==> src/rtl/riscv_pkg.sv <==
// Shared definitions for the instruction fetch stage.
// Holds the default reset vector, the EBREAK encoding and the fetch FSM state type.
package riscv_pkg;

  localparam logic [31:0] RESET_PC_DEFAULT = 32'h0000_1000;
  localparam logic [31:0] EBREAK_INSN      = 32'h0010_0073;

  typedef enum logic [1:0] {
    BOOT = 2'd0,
    RUN  = 2'd1,
    HALT = 2'd2
  } fetch_state_e;

endpackage

==> src/rtl/pc_reg.sv <==
// Program-counter flop with synchronous active-high reset and load enable.
// Ports:
//   clk   - clock, rising edge
//   reset - synchronous active-high reset, loads RESET_VAL
//   en    - load d this cycle; otherwise hold
//   d     - next PC value
//   q     - current PC value
module pc_reg #(
  parameter int               XLEN      = 32,
  parameter logic [XLEN-1:0]  RESET_VAL = '0
) (
  input  logic            clk,
  input  logic            reset,
  input  logic            en,
  input  logic [XLEN-1:0] d,
  output logic [XLEN-1:0] q
);

  // PC storage: reset wins, then enable-gated load, otherwise hold.
  always_ff @(posedge clk) begin
    if (reset) begin
      q <= RESET_VAL;
    end else if (en) begin
      q <= d;
    end else begin
      q <= q;
    end
  end

endmodule

==> src/rtl/fetch_unit.sv <==
// Instruction fetch stage: BOOT/RUN/HALT sequencer, next-PC selection and
// retired-instruction counter. The instruction memory is read combinationally.
// Ports:
//   clk, reset          - clock and synchronous active-high reset
//   stall               - hold pc and counter this cycle
//   pc_src, pc_target   - redirect request and its target address
//   imem_addr, imem_rd  - instruction memory address (= pc) and returned word
//   pc, pc_plus4        - current fetch address and pc + 4
//   instr, instr_valid  - fetched word and its qualifier (RUN only)
//   halted, misaligned  - HALT state indicator and sticky misaligned-target flag
//   retired_count       - number of instructions accepted
module fetch_unit
  import riscv_pkg::*;
#(
  parameter int              XLEN     = 32,
  parameter logic [XLEN-1:0] RESET_PC = RESET_PC_DEFAULT
) (
  input  logic            clk,
  input  logic            reset,
  input  logic            stall,
  input  logic            pc_src,
  input  logic [XLEN-1:0] pc_target,
  output logic [XLEN-1:0] imem_addr,
  input  logic [XLEN-1:0] imem_rd,
  output logic [XLEN-1:0] pc,
  output logic [XLEN-1:0] pc_plus4,
  output logic [XLEN-1:0] instr,
  output logic            instr_valid,
  output logic            halted,
  output logic            misaligned,
  output logic [31:0]     retired_count
);

  fetch_state_e    state_r;
  fetch_state_e    state_next_s;
  logic [XLEN-1:0] pc_r;
  logic [XLEN-1:0] pc_next_s;
  logic [XLEN-1:0] pc_plus4_s;
  logic            pc_en_s;
  logic            cnt_inc_s;
  logic            set_misaligned_s;
  logic            misaligned_r;
  logic [31:0]     retired_count_r;

  pc_reg #(
    .XLEN      (XLEN),
    .RESET_VAL (RESET_PC)
  ) u_pc_reg (
    .clk   (clk),
    .reset (reset),
    .en    (pc_en_s),
    .d     (pc_next_s),
    .q     (pc_r)
  );

  // Sequential successor; the add wraps naturally at 2^XLEN.
  assign pc_plus4_s = pc_r + XLEN'(32'd4);

  // Next-state and next-PC selection. Priority in RUN:
  // ebreak > stall > misaligned redirect > redirect > sequential.
  always_comb begin
    state_next_s     = state_r;
    pc_next_s        = pc_plus4_s;
    pc_en_s          = 1'b0;
    cnt_inc_s        = 1'b0;
    set_misaligned_s = 1'b0;
    case (state_r)
      BOOT: begin
        state_next_s = RUN;
      end
      RUN: begin
        if ((imem_rd == XLEN'(EBREAK_INSN)) && !stall) begin
          // ebreak retires but does not advance the PC.
          cnt_inc_s    = 1'b1;
          state_next_s = HALT;
        end else if (stall) begin
          pc_en_s = 1'b0;
        end else if (pc_src && (pc_target[1:0] != 2'b00)) begin
          set_misaligned_s = 1'b1;
          state_next_s     = HALT;
        end else if (pc_src) begin
          pc_next_s = pc_target;
          pc_en_s   = 1'b1;
          cnt_inc_s = 1'b1;
        end else begin
          pc_en_s   = 1'b1;
          cnt_inc_s = 1'b1;
        end
      end
      HALT: begin
        state_next_s = HALT;
      end
      default: begin
        state_next_s = BOOT;
      end
    endcase
  end

  // FSM state register.
  always_ff @(posedge clk) begin
    if (reset) begin
      state_r <= BOOT;
    end else begin
      state_r <= state_next_s;
    end
  end

  // Sticky misaligned-target flag, cleared only by reset.
  always_ff @(posedge clk) begin
    if (reset) begin
      misaligned_r <= 1'b0;
    end else if (set_misaligned_s) begin
      misaligned_r <= 1'b1;
    end else begin
      misaligned_r <= misaligned_r;
    end
  end

  // Retired-instruction counter, wraps at 2^32.
  always_ff @(posedge clk) begin
    if (reset) begin
      retired_count_r <= 32'd0;
    end else if (cnt_inc_s) begin
      retired_count_r <= retired_count_r + 32'd1;
    end else begin
      retired_count_r <= retired_count_r;
    end
  end

  assign pc            = pc_r;
  assign imem_addr     = pc_r;
  assign pc_plus4      = pc_plus4_s;
  assign instr         = imem_rd;
  assign instr_valid   = (state_r == RUN);
  assign halted        = (state_r == HALT);
  assign misaligned    = misaligned_r;
  assign retired_count = retired_count_r;

endmodule

==> config.mk <==
export PLATFORM = sky130hd
export DESIGN_NAME = fetch_unit
export DESIGN_NICKNAME = d
export VERILOG_FILES = /design/src/rtl/riscv_pkg.sv /design/src/rtl/pc_reg.sv /design/src/rtl/fetch_unit.sv
export SDC_FILE = /design/constraint.sdc
export NUM_CORES = 1
export LEC_CHECK = 0
export BUFFER_PORTS_ARGS = -buffer_cell sky130_fd_sc_hd__buf_4
export CAP_MARGIN = 30
export CORE_UTILIZATION = 40
export DETAILED_ROUTE_END_ITERATION = 10
export GPL_ROUTABILITY_DRIVEN = 0
export GPL_TIMING_DRIVEN = 0
export PLACE_DENSITY_LB_ADDON = 0.25
export SETUP_SLACK_MARGIN = 0.5
export SLEW_MARGIN = 10
export SYNTH_ARGS = -nofsm -noshare
export SYNTH_HDL_FRONTEND = slang
export SYNTH_SLANG_ARGS = --single-unit
==> constraint.sdc <==
create_clock -name clk -period 3.5 [get_ports clk]
set_clock_uncertainty 0.15 [all_clocks]
set_input_delay 1.05 -clock clk [delete_from_list [all_inputs] [get_ports clk]]
set_output_delay 1.05 -clock clk [all_outputs]
set_load 0.03 [all_outputs]
==> results.py <==
metrics = {
    "clock_tree": {
        "htree_levels": 3,
        "ctsHoldBuffers": 0,
        "clockBufferDepth": 2,
        "worstSkewPairLatency_ps": 330,
        "cts_buffers": 9,
        "tritoncts": "built",
        "cts-root-buf": "clkbuf_16",
        "cts_sinks": 67,
        "path_clk_slew_ps": 60,
    },
    "power_and_ir_drop": {
        "p_int_mw": 1.72,
        "p_comb_share_pct": 34.7,
        "clkPwrFrac_pct": 33.2,
        "p_sw_mw": 0.979,
        "leakagePower_nw": 3.49,
        "peakVddDrop_uv": 332,
        "power_density_mw_per_mm2": 338,
        "switching_share_pct": 36.2,
        "seq_power_share_pct": 32.1,
    },
    "layout": {
        "regArea_mm2": 0.00141,
        "stdcell_count": 1033,
        "num_antenna_cells": 0,
        "drive_gt1_share_pct": 54.5,
        "syn2layout_area_growth_pct": 71.7,
        "final_cell_mix": "330 x buf_4, 43 x a21oi_1, 41 x dfxtp_1, 30 x buf_6",
        "fill_cells": 832,
        "multi_input_comb_area_mm2": 0.00307,
        "num-nets-final": 958,
        "layout_commonest_cell": "buf_4",
    },
    "routing": {
        "drt-pass1-iter-count": 5,
        "via_per_inst": 6.04,
        "drtAntennaViolNets": 0,
        "drc": 0,
        "via_count": 6240,
        "wl_per_cell_um": 19.4,
        "wirelength_mm": 20.0,
        "first_iter_violations": 481,
    },
    "synth": {
        "synth_flop_cell": "dfxtp_1",
        "post_synth.cell_area_avg_um2": 7.97,
        "synth_edf_count": 0,
        "synth_seq_area_share_pct": 28.8,
        "netlist_area_mm2": 0.00465,
        "synthCells": 584,
        "synth.distinct_cells": 63,
        "synth-warning-count": 0,
        "syn_nets": 657,
        "ys_seq_elements": 67,
        "async_reset_ff_share_pct": 0,
    },
    "die": {
        "design.die.area_mm2": 0.0121,
        "core_area_mm2": 0.0114,
        "die_height_um": 110,
        "start_util_pct": 40.9,
        "fp.dieW_um": 110,
        "ios": 231,
        "num_rows": 39,
    },
    "timing": {
        "worst_pin_slew_ps": 658,
        "hold_viol": 0,
        "fin_setup_tns_ps": 0,
        "rsz0062_at_grt": "yes",
        "fmax_mhz": 307,
        "maxSlewHeadroom_pct": 55.8,
        "timing.final.max_slew_violations": 0,
        "fin_crit_sh_pct": 93.2,
        "fin_crit_ps": 3260,
        "timing.hold.ws_ps": 352,
        "finalSetupViolCount": 0,
    },
    "critical_path": {
        "crit_buf_inv": 3,
        "cp_common_cell": "buf_6",
        "cp_cell_sequence": "buf_6 > and4_4 > nand4_1 > buf_4 > nor2_4 > nand2_2 > xnor2_2 > buf_6",
        "worstPathRequired_ps": 2300,
        "crit_slowest_cell": "dfxtp_4",
        "crit_family": "simple AND/OR/NAND/NOR gates",
        "crit_path_start_kind": "flop",
        "crit_path_end_kind": "primary output",
        "arrival_ps": 2060,
        "worstPathMaxFanout": 4,
        "crit_type": "reg2out",
        "slowest_delay_ps": 360,
    },
    "global_route": {
        "grt_max_degree": 14,
        "grt_pass1_wl_mm": 27.4,
        "antenna_found_initial": 0,
        "first_global_vias": 5443,
        "grtUsageTotal_pct": 29.5,
        "grt.overflow.total": 0,
    },
    "status": {
        "status": "completed",
    },
    "hold_path": {
        "hold_path.class": "reg2reg",
    },
    "placed_design": {
        "dp_hpwl_mm": 13.0,
        "dp_cells": 957,
        "io_buffers": 230,
    },
    "job": {
        "cap_violations": 0,
    },
}
-- stage by stage --
| stage | worst slack (ps) | total power [mW] | instance area [um^2] | util [%] |
|---|---|---|---|---|
| detailed placement | -71.6 | 1.72 | 6700 | 58.9 |
| global placement | -40.6 | 1.71 | 6700 | 58.9 |
| floorplan | 361 | 1.39 | 4790 | - |
| global route | 206 | 2.80 | 7990 | 70.3 |
| finish | 239 | 2.70 | 7990 | 70.3 |
| CTS | 285 | 2.65 | 7630 | 67.1 |
-- flip-flops by register name, summed over array words and instances (netlist names) --
register / flops
state_r: 2
u_pc_reg.q: 32
misaligned: 1
retired_count: 32
-- kinds of logic (layout without fill, tap and decap cells) --
logic type | count (synthesis) | in the layout | synth area share [%]
AO/OA/AOI/OAI | 136 | 136 | 20.0
XOR/XNOR | 23 | 23 | 4.33
adder cells (fa/ha/maj) | 5 | 5 | 1.34
buffers and inverters | 113 | 419 | 14.9
flip-flops | 67 | 67 | 28.8
multiplexers | 4 | 4 | 0.887
AND/OR/NAND/NOR | 236 | 236 | 29.8
-- metal layers --
metal,up-vias,track usage [%],wire [um]
li1,2747,-,-
met1,2923,34.4,7000
met2,458,51.2,10000
met3,112,6.40,1950
met4,0,13.8,1030
met5,-,0,0
-- final cells by class --
class                           instances  share of cell area [%]
Inverter                               12                   0.563
Timing Repair Buffer                  290                    28.4
Sequential cell                        67                    17.7
Clock inverter                          6                   0.532
Multi-Input combinational cell        404                    38.5
Buffer                                101                    8.98
Clock buffer                           10                    3.13
Tap cell                              143                    2.24
-- worst register-to-register path: cells and delay by family, from the launching register on --
family	cells	cell delay [ps]
compound gates	1	310
fa+ha+maj	1	350
buf+inv	3	710
flops	1	360
mux	1	250
simple gates	2	350
-- power by group through the flow --
stage | logic (mW) | registers (mW) | clock network, mW
3_5_place_dp | 0.835 | 0.886 | 0
4_1_cts | 0.887 | 0.861 | 0.903
2_1_floorplan | 0.465 | 0.926 | 0
5_1_grt | 0.991 | 0.871 | 0.940
3_3_place_gp | 0.824 | 0.883 | 0
6_report | 0.938 | 0.866 | 0.898
-- cells in the mapped netlist (3+ instances only) --
cell	instances	share of area (%)
nor2_1	31	2.5
and2_1	6	0.81
ha_1	5	1.3
buf_2	9	0.97
nand4_1	26	3.5
or3_1	14	1.9
o41ai_1	8	1.5
or4_1	23	3.7
nand2_1	25	2.0
buf_4	66	11
or2_2	6	0.81
and4_1	4	0.75
nor4_1	14	1.9
a21oi_1	43	4.6
nand3_1	28	3.0
o31a_1	6	1.1
and3_1	12	1.6
o22ai_1	5	0.67
inv_1	12	0.97
clkbuf_1	22	1.8
o31ai_1	25	4.0
nor3_1	14	1.5
nand3b_1	11	1.8
o221ai_1	4	0.75
o21a_1	3	0.48
nand2b_1	6	0.81
mux2i_1	3	0.65
dfxtp_1	67	29
nor4b_1	3	0.56
xor2_1	8	1.5
o21ai_0	21	2.3
xnor2_1	15	2.8
-- worst paths after layout --
check / slack [ps] / depth (start not counted) / end / start
worst max-delay path: 240 / 8 / pc_plus4[28] / u_pc_reg.q[9]
worst min-delay path: 350 / 1 / misaligned / misaligned
worst max register to register: 910 / 8 / retired_count[1] / state_r[1]
worst min register to register: 350 / 1 / misaligned / misaligned
-- timing repair --
action / 4_1_cts / 5_1_grt
setup endpoints to repair: 47 / 54
pin swaps: 26 / 33
hold endpoints to repair: 0 / 0
setup buffers: 38 / 21
gates resized for setup: 88 / 43
cloned: 1 / 0
(Power assumes the default switching activity.)
